### config.mk
export PLATFORM = sky130hd
export DESIGN_NAME = exu_pc_ctrl
export DESIGN_NICKNAME = d
export VERILOG_FILES = /design/src/rtl/exu_pc_pkg.sv /design/src/rtl/exu_pc_next.sv /design/src/rtl/exu_pc_ctrl.sv
export SDC_FILE = /design/constraint.sdc
export NUM_CORES = 1
export LEC_CHECK = 0
export BUFFER_PORTS_ARGS = -buffer_cell sky130_fd_sc_hd__buf_2
export CAP_MARGIN = 20
export CORE_MARGIN = 4
export CORE_UTILIZATION = 45
export DETAILED_ROUTE_END_ITERATION = 8
export PLACE_DENSITY_LB_ADDON = 0.1
export SYNTH_ARGS = -nofsm -noshare
export SYNTH_HDL_FRONTEND = slang
export SYNTH_SLANG_ARGS = --single-unit
### constraint.sdc
create_clock -name clk -period 6.8 [get_ports clk]
set_input_delay 1.36 -clock clk [delete_from_list [all_inputs] [get_ports clk]]
set_output_delay 1.36 -clock clk [all_outputs]
set_load 0.005 [all_outputs]
### src/rtl/exu_pc_pkg.sv
// Shared encodings for the EXU PC controller: ex_kind values, FSM states and the reset PC.
// The TRAP state exists only when MISALIGN_TRAP_EN is defined.
package exu_pc_pkg;

    localparam logic [31:0] RESET_PC_DEFAULT = 32'h8000_0000;

    typedef enum logic [2:0] {
        KIND_SEQ    = 3'd0,
        KIND_JAL    = 3'd1,
        KIND_JALR   = 3'd2,
        KIND_BRANCH = 3'd3,
        KIND_HALT   = 3'd4
    } ex_kind_e;

    typedef enum logic [1:0] {
        ST_ISSUE = 2'd0,
        ST_WAIT  = 2'd1,
        ST_HALT  = 2'd2
`ifdef MISALIGN_TRAP_EN
        , ST_TRAP = 2'd3
`endif
    } state_e;

    // Instruction fetch targets must be word aligned.
    function automatic logic is_misaligned(input logic [1:0] addr_lsb);
        return addr_lsb != 2'b00;
    endfunction

endpackage

### src/rtl/exu_pc_next.sv
// Combinational next-PC arithmetic: selects the fetch target for the resolved
// instruction kind and produces the pc+4 link value. All sums wrap at 2^XLEN.
module exu_pc_next
    import exu_pc_pkg::*;
#(
    parameter int XLEN = 32
) (
    input  logic [XLEN-1:0] pc,
    input  logic [2:0]      kind,
    input  logic            taken,
    input  logic [XLEN-1:0] src1,
    input  logic [XLEN-1:0] imm,
    output logic [XLEN-1:0] target,
    output logic [XLEN-1:0] link
);

    logic [XLEN-1:0] seq_pc;
    logic [XLEN-1:0] rel_pc;
    logic [XLEN-1:0] reg_pc;

    assign seq_pc = pc + XLEN'(4);
    assign rel_pc = pc + imm;
    assign reg_pc = (src1 + imm) & ~XLEN'(1);
    assign link   = seq_pc;

    // NOTE: target gets a default before the case so no path leaves it unassigned (no latch).
    always_comb begin
        target = seq_pc;
        case (kind)
            KIND_JAL:    target = rel_pc;
            KIND_JALR:   target = reg_pc;
            KIND_BRANCH: target = taken ? rel_pc : seq_pc;
            KIND_HALT:   target = pc;
            default:     target = seq_pc;
        endcase
    end

endmodule

### src/rtl/exu_pc_ctrl.sv
// PC sequencer between IFU and EXU: offers one PC, waits for its result, then redirects.
// Define MISALIGN_TRAP_EN to trap on fetch targets that are not word aligned.
module exu_pc_ctrl
    import exu_pc_pkg::*;
#(
    parameter int              XLEN     = 32,
    parameter logic [XLEN-1:0] RESET_PC = XLEN'(RESET_PC_DEFAULT)
) (
    input  logic            clk,
    input  logic            rst,
    output logic [XLEN-1:0] pc,
    output logic            pc_valid,
    input  logic            pc_ready,
    input  logic            ex_valid,
    output logic            ex_ready,
    input  logic [2:0]      ex_kind,
    input  logic            ex_taken,
    input  logic [XLEN-1:0] ex_src1,
    input  logic [XLEN-1:0] ex_imm,
    output logic [XLEN-1:0] link_pc,
    input  logic            flush,
    input  logic [XLEN-1:0] flush_pc,
    input  logic [XLEN-1:0] trap_vec,
    output logic            trap_valid,
    output logic [XLEN-1:0] trap_epc,
    output logic [XLEN-1:0] trap_tval,
    output logic            halted
);

    state_e          state_q, state_d;
    logic [XLEN-1:0] pc_q, pc_d;
    logic [XLEN-1:0] target;
`ifdef MISALIGN_TRAP_EN
    logic [XLEN-1:0] epc_q, epc_d;
    logic [XLEN-1:0] tval_q, tval_d;
`endif

    exu_pc_next #(.XLEN(XLEN)) u_next (
        .pc     (pc_q),
        .kind   (ex_kind),
        .taken  (ex_taken),
        .src1   (ex_src1),
        .imm    (ex_imm),
        .target (target),
        .link   (link_pc)
    );

    always_comb begin
        state_d  = state_q;
        pc_d     = pc_q;
        pc_valid = 1'b0;
        ex_ready = 1'b0;
`ifdef MISALIGN_TRAP_EN
        epc_d    = epc_q;
        tval_d   = tval_q;
`endif
        case (state_q)
            ST_ISSUE: begin
                pc_valid = 1'b1;
                if (flush) begin
                    pc_d = flush_pc;
                end else if (pc_ready) begin
                    state_d = ST_WAIT;
                end
            end
            ST_WAIT: begin
                ex_ready = 1'b1;
                // A flush outranks the result of the instruction it squashes.
                if (flush) begin
                    pc_d    = flush_pc;
                    state_d = ST_ISSUE;
                end else if (ex_valid) begin
                    if (ex_kind == KIND_HALT) begin
                        state_d = ST_HALT;
`ifdef MISALIGN_TRAP_EN
                    end else if (is_misaligned(target[1:0])) begin
                        epc_d   = pc_q;
                        tval_d  = target;
                        pc_d    = trap_vec;
                        state_d = ST_TRAP;
`endif
                    end else begin
                        pc_d    = target;
                        state_d = ST_ISSUE;
                    end
                end
            end
            ST_HALT: begin
                state_d = ST_HALT;
            end
`ifdef MISALIGN_TRAP_EN
            ST_TRAP: begin
                state_d = ST_ISSUE;
            end
`endif
            default: begin
                state_d = ST_ISSUE;
            end
        endcase
    end

    // NOTE: state is updated with non-blocking assignments so every flop samples pre-edge values.
    always_ff @(posedge clk or negedge rst) begin
        if (!rst) begin
            state_q <= ST_ISSUE;
            pc_q    <= RESET_PC;
        end else begin
            state_q <= state_d;
            pc_q    <= pc_d;
        end
    end

    assign pc     = pc_q;
    assign halted = (state_q == ST_HALT);

`ifdef MISALIGN_TRAP_EN
    // NOTE: trap capture registers are reset explicitly; software may read them before any trap.
    always_ff @(posedge clk or negedge rst) begin
        if (!rst) begin
            epc_q  <= '0;
            tval_q <= '0;
        end else begin
            epc_q  <= epc_d;
            tval_q <= tval_d;
        end
    end

    assign trap_valid = (state_q == ST_TRAP);
    assign trap_epc   = epc_q;
    assign trap_tval  = tval_q;
`else
    logic unused_trap_vec;
    assign unused_trap_vec = ^trap_vec;

    assign trap_valid = 1'b0;
    assign trap_epc   = '0;
    assign trap_tval  = '0;
`endif

endmodule

After elaboration in Yosys (flattened, before gate mapping)

Cells that the tools add are included.

Register bits after elaboration: 34

Reduce and logical (&&, ||, !) cells: 4
Equal/unequal tests: 11
Multiplexer cells: 15
Add/subtract/negate cells: 3

Operators with widths:

| kind                                                                   | number |
|---|---|
| 32-bit two-way mux                                                     | 5 |
| 32-bit case mux with 3 select lines                                    | 1 |
| 32-bit adder                                                           | 2 |
| 32-bit case mux with 2 select lines                                    | 1 |
| 32-bit by 3-bit adder with 32-bit output (second input constant)       | 1 |
| 2-bit two-way mux                                                      | 5 |
| 3-bit by 2-bit equality test with 1-bit output (second input constant) | 2 |
| 2-bit inequality test (second input constant)                          | 3 |
| 3-bit inequality test (second input constant)                          | 2 |
| 2-bit case mux with 3 select lines                                     | 1 |
| 4-bit AND reduction                                                    | 1 |
| 3-bit by 1-bit equality test with 1-bit output (second input constant) | 1 |
| 3-bit equality test (second input constant)                            | 1 |
| 3-bit AND reduction                                                    | 1 |
| 2-bit by 1-bit equality test with 1-bit output (second input constant) | 1 |
| 2-bit equality test (second input constant)                            | 1 |
| 2-bit logical NOT                                                      | 1 |
| 1-bit two-way mux                                                      | 2 |
| 2-bit nonzero test                                                     | 1 |

Depth between registers and ports, before layout

Gate-level depths: netlist (run 1).

Word-level depth: 7
Depth in mapped cells: 11
Mapped depth without buffers: 11

Cells and area by module

From an unflattened synthesis (run 1), not the netlist that was laid out.

Cell total of the unflattened synthesis: 912
Area, all modules: 7131.8 um2

By module, submodules not included:

| module      | instances | cells an instance | area each (um2) | sequential area each (um2) |
|---|---|---|---|---|
| exu_pc_next | 1         | 730               | 4924.7          | 0.0 |
| exu_pc_ctrl | 1         | 182               | 2207.1          | 852.1 |

Worst setup path after synthesis (run 1)

No wires, ideal clock.

Path type: input to register
Start point: input ex_imm[0]
End point: register pc_q[26], in the netlist pc[26]
Cell stages on the path: 11
Data arrival time: 3462 ps
Setup slack: 3212 ps
Path buffers: 0
Required time: 6674 ps
Cell sequence: ha_1 inv_1 fa_1 nand2b_1 a21o_1 a211o_1 a211oi_2 o21ai_0 and2_2 a31o_2 a2bb2oi_2

Longest elaborated chain between the ends: 7
Elaborated cells on any way between the ends: 8
Classes of those cells: add/sub: 2; mux: 6

RTL lines:

| element                                 | line               | source |
|---|---|---|
| start: declaration                      | exu_pc_ctrl.sv:19  | `input logic [XLEN-1:0] ex_imm,` |
| 32-bit adder                            | exu_pc_next.sv:22  | `assign rel_pc = pc + imm;` |
| 32-bit two-way mux                      | exu_pc_next.sv:32  | `KIND_BRANCH: target = taken ? rel_pc : seq_pc;` |
| 32-bit case mux with 3 select lines (*) | exu_pc_next.sv:29  | `case (kind)` |
| 32-bit two-way mux (*)                  | exu_pc_ctrl.sv:73  | `if (ex_kind == KIND_HALT) begin` |
| 32-bit two-way mux (*)                  | exu_pc_ctrl.sv:72  | `end else if (ex_valid) begin` |
| 32-bit two-way mux (*)                  | exu_pc_ctrl.sv:69  | `if (flush) begin` |
| 32-bit case mux with 2 select lines (*) | exu_pc_ctrl.sv:57  | `case (state_q)` |
| end signal: assignment                  | exu_pc_ctrl.sv:109 | `pc_q <= pc_d;` |
| end: declaration                        | exu_pc_ctrl.sv:31  | `logic [XLEN-1:0] pc_q, pc_d;` |

Mark *: on every way between the ends. The rest lies on a longest branch, timed or not. The select of a mux whose other input is x is not followed.
A chain may end at the register's enable or synchronous reset.

Worst setup path after layout (run 1)

Start point: register pc_q[3], in the netlist pc[3]
End point: output link_pc[28]

Longest elaborated chain between the ends: 1

RTL lines:

| element                                  | line              | source |
|---|---|---|
| 32-bit by 3-bit adder with 32-bit output | exu_pc_next.sv:21 | `assign seq_pc = pc + XLEN'(4);` |
| end: declaration                         | exu_pc_ctrl.sv:20 | `output logic [XLEN-1:0] link_pc,` |

No other way between the ends.

==> impl_metrics.json, run 1 <==
{
  "worstPathCellList": "ha_1 > nand4_1 > nor2_1 > nand2_1 > nor2_1 > nand2_1 > xnor2_1 > buf_2",
  "diodes": 0,
  "r2r_slack_ns": 3.73,
  "layout-drive-gt1-share_pct": 21.88,
  "viasPerCell": 6.000,
  "post-dp-hpwl_um": 19930,
  "reg2regPathDepth": 11,
  "synth.largest_area_cell": "dfrtp_1",
  "yosys-top-cells-area": "dfrtp_1 (12%), ha_1 (11%), buf_4 (7.5%)",
  "comb_power_share_pct": 58.0,
  "worstPathArrival_ns": 2.73,
  "fp.dieW_um": 130.9,
  "cts.sinks": 34,
  "seqPwrFrac_pct": 21.9,
  "maxCapViolations": 0,
  "crit_start": "pc[3]",
  "die_h_um": 130.9,
  "track_usage_pct": 27.85,
  "rsz0062_at_grt": "false",
  "worst_pin_slew_ns": 0.9179,
  "intPower_mw": 0.7332,
  "slowest_stage": "nor2_1",
  "register_area_um2": 852.1,
  "maxSlewViolCount": 0,
  "yosysUniqueCellTypes": 95,
  "placedInstanceArea_um2": 7518,
  "yosys_warnings": 0,
  "cts_setup_buffers": 0,
  "area_growth_pct": 13.11,
  "critPathRequiredTime_ns": 5.44,
  "nFillCells": 1528,
  "layout_common_cells": "buf_2 (171), nor2_1 (69), a21oi_1 (69), nand2_1 (68), conb_1 (65)",
  "overflow": 0,
  "synth_cells": 897,
  "multi_input_area_um2": 5438,
  "antenna_found_initial": 0,
  "first_global_vias": 6500,
  "route.vias.total": 7410,
  "cp_max_fo": 6,
  "period_needed_ns": 4.094,
  "netlist_area_um2": 6794,
  "seq_area_frac_synth_pct": 12.54,
  "cts_root_buf": "clkbuf_16",
  "endpoint": "link_pc[28]",
  "async_flop_share_pct": 100.0,
  "ctsHtreeMaxLevel": 2,
  "hp-class": "flop to flop",
  "synth_flop_cell": "dfrtp_1",
  "r2r-end": "pc[26]",
  "routedWlPerCell_um": 20.19,
  "die_area_um2": 17130,
  "nets": 1251,
  "port_buffers": 171,
  "first_pass_iters": 6,
  "grt_max_degree": 35,
  "final_common_cell": "buf_2",
  "setup_viol": 0,
  "cts_resized": 0,
  "crit_type": "flop to output port",
  "max-clock-path-buffers": 2,
  "clk_pin_slew_ns": 0.06,
  "utilization_pct": 52.48,
  "synth_top_cell_area_share_pct": 12.15,
  "max_stage_delay_ns": 0.52,
  "cp_num_buf_inv": 1,
  "irDropWorstVdd_mv": 0.1023,
  "path_depth": 8,
  "synth-seq-cells": 34,
  "wirelength_um": 24940,
  "initial_core_util_pct": 46.39,
  "power.leakage_nw": 3.569,
  "insertion_delay_ns": 0.30,
  "p_per_area_nw_per_um2": 177.8,
  "skew_ns": 0.007457,
  "outcome": "finished clean",
  "avgSynthCellArea_um2": 7.574,
  "ant_nets": 0,
  "hold_viol_final": 0,
  "drt_iter0_drc": 699,
  "gp_congestion": 0.9598,
  "grt_pass1_wl_um": 36510,
  "critPathTopFamily": "simple AND/OR/NAND/NOR gates",
  "postCtsHoldBufs": 0,
  "end_kind": "output port",
  "tns_ns": 0,
  "cts_tree": "yes",
  "num_rows": 44,
  "r2r_start": "pc[0]",
  "finish.instance_area_um2": 7685,
  "switching_power_mw": 0.6329,
  "cts_buffers": 5,
  "fmax_mhz": 244.3,
  "synth_edf_count": 0,
  "fin_crit_sh_pct": 60.21,
  "slew_headroom_pct": 38.81,
  "switching_share_pct": 46.33,
  "clkPwrFrac_pct": 20.1,
  "core_um2": 14640,
  "route.detailed.drc": 0,
  "num_io_pins": 269,
  "hold_ws_ns": 0.5363,
  "critPathLaunchType": "flop"
}
## kinds of logic after synthesis
kind of cell / Yosys count / share of synthesized area [%]
muxes: 10 / 1.529
xor gates and xnor gates: 66 / 8.729
adders and majority gates: 64 / 12.01
other: 1 / 0.05520
buffers and inverters: 119 / 11.07
and+or+nand+nor: 298 / 22.78
DFF: 34 / 12.54
AOI/OAI and AO/OA: 305 / 31.29
## state kept, by name (all words and copies together) (netlist names)
signal and cells:
pc 32, state_q 2
## worst reg2reg max path, delay by kind of cell, from the launching register on
family                   cells  cell delay [ns]
AO/OA/AOI/OAI                6             1.49
buffers and inverters        1             0.06
flip-flops                   1             0.39
AND/OR/NAND/NOR              2             0.41
adder cells (fa/ha/maj)      2             0.59
## power by group through the flow
stage	Sequential [mW]	Clock [mW]	Combinational [mW]
finish	0.299	0.274	0.793
global placement	0.301	0	0.776
detailed placement	0.302	0	0.779
CTS	0.298	0.275	0.783
global route	0.304	0.283	0.874
floorplan	0.281	0	0.575
## layer usage
metal  GRT usage (%)  vias up  wire [µm]
li1                -     3562          -
met1           40.54     3437      11310
met2           43.20      379      10800
met3           3.699       32       2355
met4           7.623        0        476
met5               0        -          0
## layout make-up
type | instances | share of cell area [%]
inverters | 22 | 1.075
multi-input cells | 808 | 70.76
repair buffers | 179 | 11.92
well taps | 184 | 2.996
flip-flops and latches | 34 | 11.09
clock buffers | 8 | 2.165
## how the worst min path moves through the flow
stage | cells past startpoint | end | slack (ns) | startpoint
final | 1 | state_q[0] | 0.54 | state_q[1]
after global routing | 1 | state_q[0] | 0.58 | state_q[1]
after CTS | 2 | pc[31] | 0.54 | pc[31]
after detailed placement | 1 | state_q[0] | 0.53 | state_q[1]
after global placement | 1 | state_q[0] | 0.53 | state_q[1]
after floorplan | 1 | state_q[0] | 0.47 | state_q[1]
## metrics by stage
stage	total power, mW	std cells	setup slack, ns
3_3_place_gp	1.077	1227	2.645
2_1_floorplan	0.8562	961	3.212
6_report	1.366	1235	2.706
5_1_grt	1.461	1235	2.523
3_5_place_dp	1.081	1227	2.637
4_1_cts	1.355	1235	2.733
## cell usage after synthesis, types with 6 or more instances
cell type,count
and3_1,20
and4_1,6
a221oi_1,18
o211ai_1,11
nand2_1,68
clkbuf_1,20
xor2_1,23
a21o_1,29
ha_1,62
mux2i_1,7
o22ai_1,7
a21oi_1,69
a222oi_1,6
inv_1,22
nor3_1,26
buf_4,68
a31oi_1,11
o21bai_1,6
or3_1,13
dfrtp_1,33
nand4_1,14
o21ai_0,54
a211oi_1,6
xnor2_1,41
nand2b_1,9
o21a_1,12
nand3_1,22
nor2b_1,6
nor2_1,70
and2_1,9
(Power assumes the default switching activity.)
==> run 2: changes to the inputs <==
==> constraint.sdc (replaced) <==
create_clock -name clk -period 3.9 [get_ports clk]
set_input_delay 0.78 -clock clk [delete_from_list [all_inputs] [get_ports clk]]
set_output_delay 0.78 -clock clk [all_outputs]
set_load 0.005 [all_outputs]
==> impl_metrics.json, run 2 (synthesis gave the netlist of run 1 again) <==
{
  "core_um2": 14640,
  "top_usage_layer": "met1",
  "setup_viol": 0,
  "routedWlPerCell_um": 19.97,
  "postCtsHoldBufs": 0,
  "overflow": 0,
  "end_kind": "output port",
  "ant_nets": 0,
  "endpoint": "link_pc[29]",
  "first_pass_iters": 7,
  "utilization_pct": 52.73,
  "hold_viol_final": 0,
  "route.detailed.drc": 0,
  "r2r-end": "pc[26]",
  "area_growth_pct": 13.65,
  "cts_tree": "yes",
  "comb_power_share_pct": 58.3,
  "largest_register_ffs": 32,
  "hp-class": "flop to flop",
  "initial_core_util_pct": 46.39,
  "switching_share_pct": 45.86,
  "track_usage_pct": 27.55,
  "nets": 1256,
  "critPathLaunchType": "flop",
  "cts_resized": 0,
  "clk_pin_slew_ns": 0.06,
  "period_needed_ns": 3.440,
  "tns_ns": 0,
  "place_inst": 1232,
  "insertion_delay_ns": 0.29,
  "crit_type": "flop to output port",
  "finalNonFillerCells": 1240,
  "switching_power_mw": 1.097,
  "skew_ns": 0.006629,
  "irDropWorstVdd_mv": 0.1688,
  "maxCapViolations": 0,
  "power.leakage_nw": 3.594,
  "post-dp-hpwl_um": 19850,
  "cts_root_buf": "clkbuf_16",
  "use_met1_pct": 41.30,
  "worstPathArrival_ns": 2.66,
  "grt_max_degree": 35,
  "seqPwrFrac_pct": 21.8,
  "diodes": 0,
  "die_area_um2": 17130,
  "outcome": "finished clean",
  "r2r_slack_ns": 0.91,
  "clkPwrFrac_pct": 19.9,
  "fmax_mhz": 290.7,
  "intPower_mw": 1.295,
  "cts_setup_buffers": 0,
  "gp_congestion": 0.9798,
  "num_rows": 44,
  "ctsHtreeMaxLevel": 2,
  "wirelength_um": 24760,
  "final_common_cell": "buf_2",
  "p_total_mw": 2.392,
  "critPathRequiredTime_ns": 3.12,
  "r2r_start": "pc[0]",
  "crit_start": "pc[8]",
  "met3_usage_pct": 5.163,
  "use_met2_pct": 41.25,
  "layout-drive-gt1-share_pct": 22.25,
  "num_io_pins": 269,
  "layout_common_cells": "buf_2 (171), nor2_1 (69), a21oi_1 (69), nand2_1 (68), conb_1 (65)",
  "worst_pin_slew_ns": 0.9247,
  "cts.sinks": 34,
  "max-clock-path-buffers": 2,
  "cp_max_fo": 7,
  "cts_buffers": 5,
  "first_global_vias": 6586,
  "maxSlewViolCount": 0,
  "fin_crit_sh_pct": 88.21,
  "slew_headroom_pct": 38.35,
  "drt_iter0_drc": 586,
  "reg2regPathDepth": 11,
  "route.vias.total": 7474,
  "viasPerCell": 6.027,
  "antenna_found_initial": 0,
  "p_per_area_nw_per_um2": 309.8,
  "grt_pass1_wl_um": 36490,
  "port_buffers": 171,
  "rsz0062_at_grt": "false",
  "die_h_um": 130.9,
  "fp.dieW_um": 130.9
}
run 2: power by group through the flow:
stage	Clock (mW)	Combinational (mW)	Sequential, mW
after floorplan	0	1.00	0.490
after detailed placement	0	1.37	0.525
after global placement	0	1.36	0.526
final	0.476	1.39	0.522
after CTS	0.479	1.37	0.519
after global routing	0.488	1.54	0.530
run 2: cell type report:
cell class / count / area, µm²
clock buffers: 5 / 125.1
clock inverters: 3 / 40.04
fillers: 1484 / 6923
inverters: 22 / 82.58
multi-input cells: 808 / 5438
flip-flops and latches: 34 / 852.1
well taps: 184 / 230.2
repair buffers: 184 / 953.4
run 2: through the flow:
stage,worst slack (ns),hold slack [ns],area (µm²)
after floorplan,0.8924,0.4736,7034
after global placement,0.3606,0.5246,7556
after detailed placement,0.3806,0.5250,7556
after CTS,0.5450,0.5347,7721
after global routing,0.4060,0.5626,7721
final,0.4597,0.5309,7721
run 2: worst min-delay path by stage:
stage	slack (ns)	cells past startpoint	startpoint	endpoint
after global placement	0.52	2	pc[31]	pc[31]
final	0.53	2	pc[31]	pc[31]
after floorplan	0.47	1	state_q[1]	state_q[0]
after global routing	0.56	1	state_q[1]	state_q[0]
after CTS	0.53	2	pc[31]	pc[31]
after detailed placement	0.53	2	pc[31]	pc[31]
run 2: critical path, cell delays in order (launching register included):
cell and delay, ns:
dfrtp_1 0.53, nand4_1 0.27, or3b_4 0.47, nor3_1 0.46
and3_1 0.26, xor2_1 0.22, buf_2 0.15
run 2: routing by layer:
layer,vias to the layer above,routed length (µm)
met5,-,0
met4,0,398
met3,34,2303
met2,374,10530
met1,3492,11530
li1,3574,-
